## src/rtl/spi_accel_pkg.sv

```systemverilog
// Shared definitions for the accelerometer SPI link:
// packet layout, register map and arbiter state encoding.
package spi_accel_pkg;

   localparam int PKT_W   = 16;
   localparam int RW_BIT  = 15;
   localparam int MB_BIT  = 14;
   localparam int ADDR_HI = 13;
   localparam int ADDR_LO = 8;
   localparam int DATA_HI = 7;
   localparam int DATA_LO = 0;

   localparam logic RW_WRITE  = 1'b0;
   localparam logic RW_READ   = 1'b1;
   localparam logic MB_SINGLE = 1'b0;
   localparam logic MB_MULTI  = 1'b1;

   localparam logic [5:0] REG_DEVID       = 6'h00;
   localparam logic [5:0] REG_BW_RATE     = 6'h2C;
   localparam logic [5:0] REG_POWER_CTL   = 6'h2D;
   localparam logic [5:0] REG_DATA_FORMAT = 6'h31;
   localparam logic [5:0] REG_DATAX1      = 6'h33;
   localparam logic [5:0] REG_DATAY1      = 6'h35;

   localparam logic [1:0] ST_IDLE_ENC  = 2'd0;
   localparam logic [1:0] ST_ISSUE_ENC = 2'd1;
   localparam logic [1:0] ST_WAIT_ENC  = 2'd2;
   localparam logic [1:0] ST_DONE_ENC  = 2'd3;

   typedef enum logic [1:0] {
      ST_IDLE  = ST_IDLE_ENC,
      ST_ISSUE = ST_ISSUE_ENC,
      ST_WAIT  = ST_WAIT_ENC,
      ST_DONE  = ST_DONE_ENC
   } arb_state_e;

   function automatic logic [PKT_W-1:0] mk_pkt(
      input logic       rw,
      input logic       mb,
      input logic [5:0] addr,
      input logic [7:0] data
   );
      logic [PKT_W-1:0] p;
      p                  = '0;
      p[RW_BIT]          = rw;
      p[MB_BIT]          = mb;
      p[ADDR_HI:ADDR_LO] = addr;
      p[DATA_HI:DATA_LO] = data;
      return p;
   endfunction

endpackage

```

## src/rtl/spi_rr_picker.sv

```systemverilog
// Combinational round-robin picker: first set request at or
// after the pointer, wrapping, as one-hot, index and valid.
module spi_rr_picker #(
   parameter  int N  = 3,
   localparam int IW = (N > 1) ? $clog2(N) : 1
) (
   input  logic [N-1:0]  req_i,
   input  logic [IW-1:0] ptr_i,
   output logic [N-1:0]  gnt_o,
   output logic [IW-1:0] idx_o,
   output logic          valid_o
);

   int d;
   int best_d;

   // Lowest wrap distance from the pointer wins.
   always_comb begin
      gnt_o   = '0;
      idx_o   = '0;
      valid_o = |req_i;
      d       = 0;
      best_d  = N;
      for (int k = 0; k < N; k++) begin
         d = k - int'(ptr_i);
         if (d < 0) d = d + N;
         if (req_i[k] && (d < best_d)) begin
            best_d = d;
            idx_o  = IW'(k);
         end
      end
      for (int k = 0; k < N; k++) begin
         gnt_o[k] = valid_o && (idx_o == IW'(k));
      end
   end

endmodule

```

## src/rtl/spi_txn_arbiter.sv

```systemverilog
// Round-robin owner arbitration of the shared accelerometer SPI
// master, with per-transaction watchdog abort.
module spi_txn_arbiter
   import spi_accel_pkg::*;
#(
   parameter int NUM_REQ        = 3,
   parameter int TIMEOUT_CYCLES = 4096
) (
   input  logic                     clk_i,
   input  logic                     rst_n_i,
   input  logic [NUM_REQ-1:0]       req_i,
   input  logic [PKT_W*NUM_REQ-1:0] pachet_i,
   output logic [NUM_REQ-1:0]       ack_o,
   output logic [7:0]               rdata_o,
   output logic                     err_o,
   output logic                     m_req_o,
   output logic [PKT_W-1:0]         m_pachet_o,
   input  logic                     m_ack_i,
   input  logic [7:0]               m_pachet_returnat_i,
   output logic [NUM_REQ-1:0]       grant_o,
   output logic                     busy_o,
   output logic                     timeout_sticky_o
);

   localparam int          IW      = (NUM_REQ > 1) ? $clog2(NUM_REQ) : 1;
   localparam logic        WD_EN   = (TIMEOUT_CYCLES != 0);
   localparam logic [15:0] WD_LAST = 16'(TIMEOUT_CYCLES - 1);
   localparam logic [IW-1:0] LAST_IDX = IW'(NUM_REQ - 1);

   arb_state_e         state_q, state_d;
   logic [NUM_REQ-1:0] grant_q, grant_d;
   logic [NUM_REQ-1:0] ack_q, ack_d;
   logic [PKT_W-1:0]   pkt_q, pkt_d;
   logic               mreq_q, mreq_d;
   logic [IW-1:0]      rr_q, rr_d;
   logic [15:0]        wd_q, wd_d;
   logic               err_q, err_d;
   logic [7:0]         rdata_q, rdata_d;
   logic               sticky_q, sticky_d;

   logic [NUM_REQ-1:0] pick_gnt;
   logic [IW-1:0]      pick_idx;
   logic               pick_vld;
   logic [PKT_W-1:0]   pick_pkt;
   logic               wd_hit;

   spi_rr_picker #(
      .N (NUM_REQ)
   ) u_picker (
      .req_i   (req_i),
      .ptr_i   (rr_q),
      .gnt_o   (pick_gnt),
      .idx_o   (pick_idx),
      .valid_o (pick_vld)
   );

   always_comb begin
      pick_pkt = '0;
      for (int k = 0; k < NUM_REQ; k++) begin
         if (pick_gnt[k]) begin
            pick_pkt = pick_pkt | pachet_i[PKT_W*k +: PKT_W];
         end
      end
   end

   always_comb begin
      state_d  = state_q;
      grant_d  = grant_q;
      ack_d    = '0;
      pkt_d    = pkt_q;
      mreq_d   = mreq_q;
      rr_d     = rr_q;
      wd_d     = wd_q;
      err_d    = 1'b0;
      rdata_d  = rdata_q;
      sticky_d = sticky_q;
      wd_hit   = WD_EN && (wd_q == WD_LAST);
      unique case (state_q)
         ST_IDLE: begin
            if (pick_vld) begin
               grant_d = pick_gnt;
               pkt_d   = pick_pkt;
               rr_d    = (pick_idx == LAST_IDX) ? '0 : pick_idx + 1'b1;
               state_d = ST_ISSUE;
            end
         end
         ST_ISSUE: begin
            mreq_d  = 1'b1;
            wd_d    = '0;
            state_d = ST_WAIT;
         end
         ST_WAIT: begin
            wd_d = wd_q + 16'd1;
            // A real ack always beats a coincident watchdog expiry.
            if (m_ack_i || wd_hit) begin
               ack_d    = grant_q;
               mreq_d   = 1'b0;
               pkt_d    = '0;
               rdata_d  = m_ack_i ? m_pachet_returnat_i : 8'h00;
               err_d    = !m_ack_i;
               sticky_d = sticky_q | !m_ack_i;
               state_d  = ST_DONE;
            end
         end
         ST_DONE: begin
            grant_d = '0;
            state_d = ST_IDLE;
         end
         default: state_d = ST_IDLE;
      endcase
   end

   always_ff @(posedge clk_i or negedge rst_n_i) begin
      if (!rst_n_i) begin
         state_q  <= ST_IDLE;
         grant_q  <= '0;
         ack_q    <= '0;
         pkt_q    <= '0;
         mreq_q   <= 1'b0;
         rr_q     <= '0;
         wd_q     <= '0;
         err_q    <= 1'b0;
         rdata_q  <= '0;
         sticky_q <= 1'b0;
      end else begin
         state_q  <= state_d;
         grant_q  <= grant_d;
         ack_q    <= ack_d;
         pkt_q    <= pkt_d;
         mreq_q   <= mreq_d;
         rr_q     <= rr_d;
         wd_q     <= wd_d;
         err_q    <= err_d;
         rdata_q  <= rdata_d;
         sticky_q <= sticky_d;
      end
   end

   assign ack_o            = ack_q;
   assign rdata_o          = rdata_q;
   assign err_o            = err_q;
   assign m_req_o          = mreq_q;
   assign m_pachet_o       = pkt_q;
   assign grant_o          = grant_q;
   assign busy_o           = (state_q != ST_IDLE);
   assign timeout_sticky_o = sticky_q;

endmodule

```

## config.mk

```make
export PLATFORM = sky130hd
export DESIGN_NAME = spi_txn_arbiter
export DESIGN_NICKNAME = d
export VERILOG_FILES = /design/src/rtl/spi_accel_pkg.sv /design/src/rtl/spi_rr_picker.sv /design/src/rtl/spi_txn_arbiter.sv
export SDC_FILE = /design/constraint.sdc
export NUM_CORES = 1
export LEC_CHECK = 0
export ABC_AREA = 0
export CAP_MARGIN = 20
export CORE_MARGIN = 5
export CORE_UTILIZATION = 43
export DETAILED_ROUTE_END_ITERATION = 8
export GPL_TIMING_DRIVEN = 0
export PLACE_DENSITY = 0.87
export SYNTH_ARGS = -nofsm -noshare
export SYNTH_HDL_FRONTEND = slang
export SYNTH_SLANG_ARGS = --single-unit
```

## constraint.sdc

```tcl
create_clock -name clk_i -period 3.4 [get_ports clk_i]
set_input_delay 1.02 -clock clk_i [delete_from_list [all_inputs] [get_ports clk_i]]
set_output_delay 1.02 -clock clk_i [all_outputs]
set_load 0.01 [all_outputs]
```

==> impl_metrics.toml <==
[routing]
via_per_inst = 5.54
wl_per_cell_um = 16.7
drtAntennaViolNets = 0
drtIter0Drc = 176
totalWireLength_um = 9900
num_vias = 3288
drcViolationCount = 0
first_pass_iters = 4

[global_route]
grt_usage_pct = 20.4
grt_pass1_vias = 3425
antenna_found_initial = 0
grt.overflow.total = 0
grt_pass1_wl_um = 16200
grt_max_degree = 36

[pwr]
ir_drop_v = 0.000279
power_mw = 3.11
p_sw_mw = 1.26
p_int_mw = 1.86
pwr-share-comb_pct = 57.5
clkPwrFrac_pct = 13.4
switching_share_pct = 40.4
power_density_mw_per_mm2 = 630
leakagePower_nw = 1.97
p_seq_share_pct = 29.2

[cts]
clk_latency_ps = 300
cts_tree = "done"
cts_hold_buf = 0
root_buffer = "clkbuf_8"
clock_path_buffers = 2
cts_buffers = 5
clk_pin_slew_ps = 100
clock_sinks = 53
ctsHtreeMaxLevel = 2

[min_path]
hold_class = "register to register"
hold_path.startpoint = "timeout_sticky_o$_DFFE_PN0P_"
holdPathEnd = "timeout_sticky_o$_DFFE_PN0P_"
hold_depth = 1

[critical_path]
critPathMaxStageDelay_ps = 310
critPathKind = "input pin to register"
crit_path_start_kind = "input pin"
crit_slowest_cell = "ha_2"
worstSetupEndpointType = "register"
arrival_ps = 3650
crit_family = "compound AO/OA/AOI/OAI gates"
path_max_fanout = 7
reg2reg_from = "rr_q[1]$_DFFE_PN0P_"
reg2reg_depth = 18
path_common_cell = "buf_6"
regToRegSetupSlack_ps = -20
r2r_end = "m_pachet_o[15]$_DFFE_PN0P_"
crit_chain = "buf_6 > nor2b_4 > ha_4 > nor2_4 > a311oi_2 > o21ai_4 > buf_8 > inv_2 > o21ai_1 > ha_2 > o211ai_1 > a211o_1 > buf_6 > and2_4 > buf_16 > o31ai_2"
cp_num_buf_inv = 5
crit_required_ps = 3620
cp.depth = 16

[place]
portBuffers = 95
routabilityCongestion = 0.840
placed_cell_area_mm2 = 0.00452
dp_worst_setup_slack_ps = -974
hpwl_um = 7060

[final_layout]
n_fill_cell = 597
design_area_mm2 = 0.00494
antenna_cells = 0
syn2layout_area_growth_pct = 49.2
drive_above_1_share_pct = 13.8
layout.nets = 576

[sta]
whs_ps = 473
setup_viol = 9
max-slew-margin-rel_pct = 63.7
hold_viol = 0
finalWorstSetupSlack_ps = -31.7
worst_pin_slew_ps = 530
fin_skew_ps = 9.62
period_needed_ps = 3430
max_freq_mhz = 291
rsz0062_at_grt = "true"
slew_viol_final = 0
fin_crit_sh_pct = 101

[run_status]
status = "finished, violations left"
violations = "negative setup slack"

[die]
dieWidth_um = 97.7
start_util_pct = 43.5
ios = 96
dieArea_mm2 = 0.00955
core_area_mm2 = 0.00761
row_count = 32
die_y_um = 97.7

[synth]
synth_area_leaders = "dfrtp_1 (40%), ha_1 (8.7%), o21ai_0 (6.4%), nand4_1 (4.2%), o211ai_1 (4.1%)"
synthFlopType = "dfrtp_1"
yosysTopAreaCellShare_pct = 40.1
yosys.area.top_type = "dfrtp_1"
ys_seq_elements = 53
synthArstFlopShare_pct = 100
synth_area_mm2 = 0.00331
ys_seq_area_share_pct = 40.1
synth-edff-count = 0
synth_cell_types = 47
syn_inst = 366
syn_area_per_cell_um2 = 9.04
ys_warn_count = 0

[run]
maxCapViolations = 0
[state kept, by name, indices dropped and copies added (netlist names)]
| name | count |
|---|---|
| m_pachet_o | 16 |
| wd_q | 16 |
| rdata_o | 8 |
| ack_o | 3 |
| grant_o | 3 |
| rr_q | 2 |
| state_q | 2 |
| err_o | 1 |
| m_req_o | 1 |
| timeout_sticky_o | 1 |
[worst register-to-register path, stage by stage, from the launching register on]
cell	delay [ps]
dfrtp_1	420
inv_2	70
ha_4	170
nand2_4	110
inv_8	50
ha_4	150
or3b_4	410
o21ai_4	200
buf_8	160
nand2_4	70
ha_1	220
nor4bb_1	330
o211ai_1	130
o21ai_0	90
o31a_1	160
buf_6	110
and2_4	200
buf_8	130
o211ai_1	100
[layout make-up]
| type | instances | area [um^2] | area share (%) |
|---|---|---|---|
| clock inverter | 2 | 35.0 | 0.709 |
| sequential | 53 | 1330 | 26.9 |
| clock buffer | 5 | 68.8 | 1.39 |
| multi-input combinational | 276 | 2040 | 41.4 |
| tap | 102 | 128 | 2.58 |
| timing repair buffer | 111 | 1110 | 22.4 |
| buffer | 22 | 140 | 2.84 |
| inverter | 22 | 90.1 | 1.82 |
[logic make-up after synthesis]
kind of cell | share of synthesized area (%)
adder cells (fa/ha/maj) | 8.70
other | 0.227
XOR/XNOR | 2.38
buffers and inverters | 5.94
AO/OA/AOI/OAI | 19.2
AND/OR/NAND/NOR | 22.6
multiplexers | 0.945
flip-flops | 40.1
[stage by stage]
step / utilization (%) / TNS [ps] / instances
after floorplan: - / -1390 / 374
after global placement: 59.2 / -29230 / 571
after detailed placement: 59.4 / -19550 / 572
after CTS: 63.1 / -6.23 / 588
after global routing: 64.9 / -4130 / 593
final: 64.9 / -84.1 / 593
[cells in the final DEF (no fill, tap or decap), drive strengths merged, types with 2 or more instances in the layout]
cell / netlist / routed
xor2: 6 / 6
nand2: 20 / 20
or3: 4 / 4
ha: 23 / 23
clkdlybuf4s50: 0 / 92
buf: 8 / 26
clkbuf: 15 / 19
xnor2: 3 / 3
mux2i: 2 / 2
nand3: 8 / 8
nor2: 23 / 23
o211ai: 18 / 18
o22ai: 3 / 3
o31ai: 4 / 4
inv: 22 / 22
a311oi: 2 / 2
nand2b: 4 / 4
nor2b: 5 / 5
nor3b: 17 / 17
and2: 19 / 19
a21oi: 4 / 4
a31oi: 4 / 4
a22o: 8 / 8
o21ai: 43 / 43
nand4: 22 / 22
a2111oi: 3 / 3
conb: 2 / 10
dfrtp: 53 / 53
nor3: 6 / 6
[worst max-delay path by stage]
stage	from	slack, ps	to
floorplan	req_i[0]	-130	rr_q[0]$_DFFE_PN0P_
global placement	req_i[0]	-950	m_pachet_o[9]$_DFFE_PN0P_
detailed placement	req_i[0]	-970	m_pachet_o[6]$_DFFE_PN0P_
CTS	req_i[0]	-6	m_pachet_o[7]$_DFFE_PN0P_
global route	rr_q[1]$_DFFE_PN0P_	-220	m_pachet_o[15]$_DFFE_PN0P_
finish	req_i[0]	-30	rr_q[0]$_DFFE_PN0P_
[cells in the mapped netlist, drive strengths merged, types with 2 or more instances]
| cell | instances |
|---|---|
| dfrtp | 53 |
| o21ai | 43 |
| ha | 23 |
| nor2 | 23 |
| inv | 22 |
| nand4 | 22 |
| nand2 | 20 |
| and2 | 19 |
| o211ai | 18 |
| nor3b | 17 |
| clkbuf | 15 |
| a22o | 8 |
| buf | 8 |
| nand3 | 8 |
| nor3 | 6 |
| xor2 | 6 |
| nor2b | 5 |
| a21oi | 4 |
| a31oi | 4 |
| nand2b | 4 |
| o31ai | 4 |
| or3 | 4 |
| a2111oi | 3 |
| o22ai | 3 |
| xnor2 | 3 |
| a311oi | 2 |
| conb | 2 |
| mux2i | 2 |
[power by group through the flow]
stage | registers, mW | clock network (mW) | logic (mW)
after floorplan | 0.955 | 0 | 0.871
after global placement | 0.915 | 0 | 1.47
after detailed placement | 0.919 | 0 | 1.53
after CTS | 0.902 | 0.421 | 1.66
after global routing | 0.924 | 0.448 | 1.95
final | 0.907 | 0.417 | 1.79
[layer usage]
metal	global-route usage [%]	routed length, um
met5	0	0
met4	8.31	371
met3	4.79	593
met2	36.1	5120
met1	23.7	3820
[what timing repair did]
item                       CTS  global route
gates cloned                 2             1
setup endpoints to repair   21            21
setup buffers                8             5
gates resized for setup     35            20
pin swaps                   13            22
(Power assumes the default switching activity.)
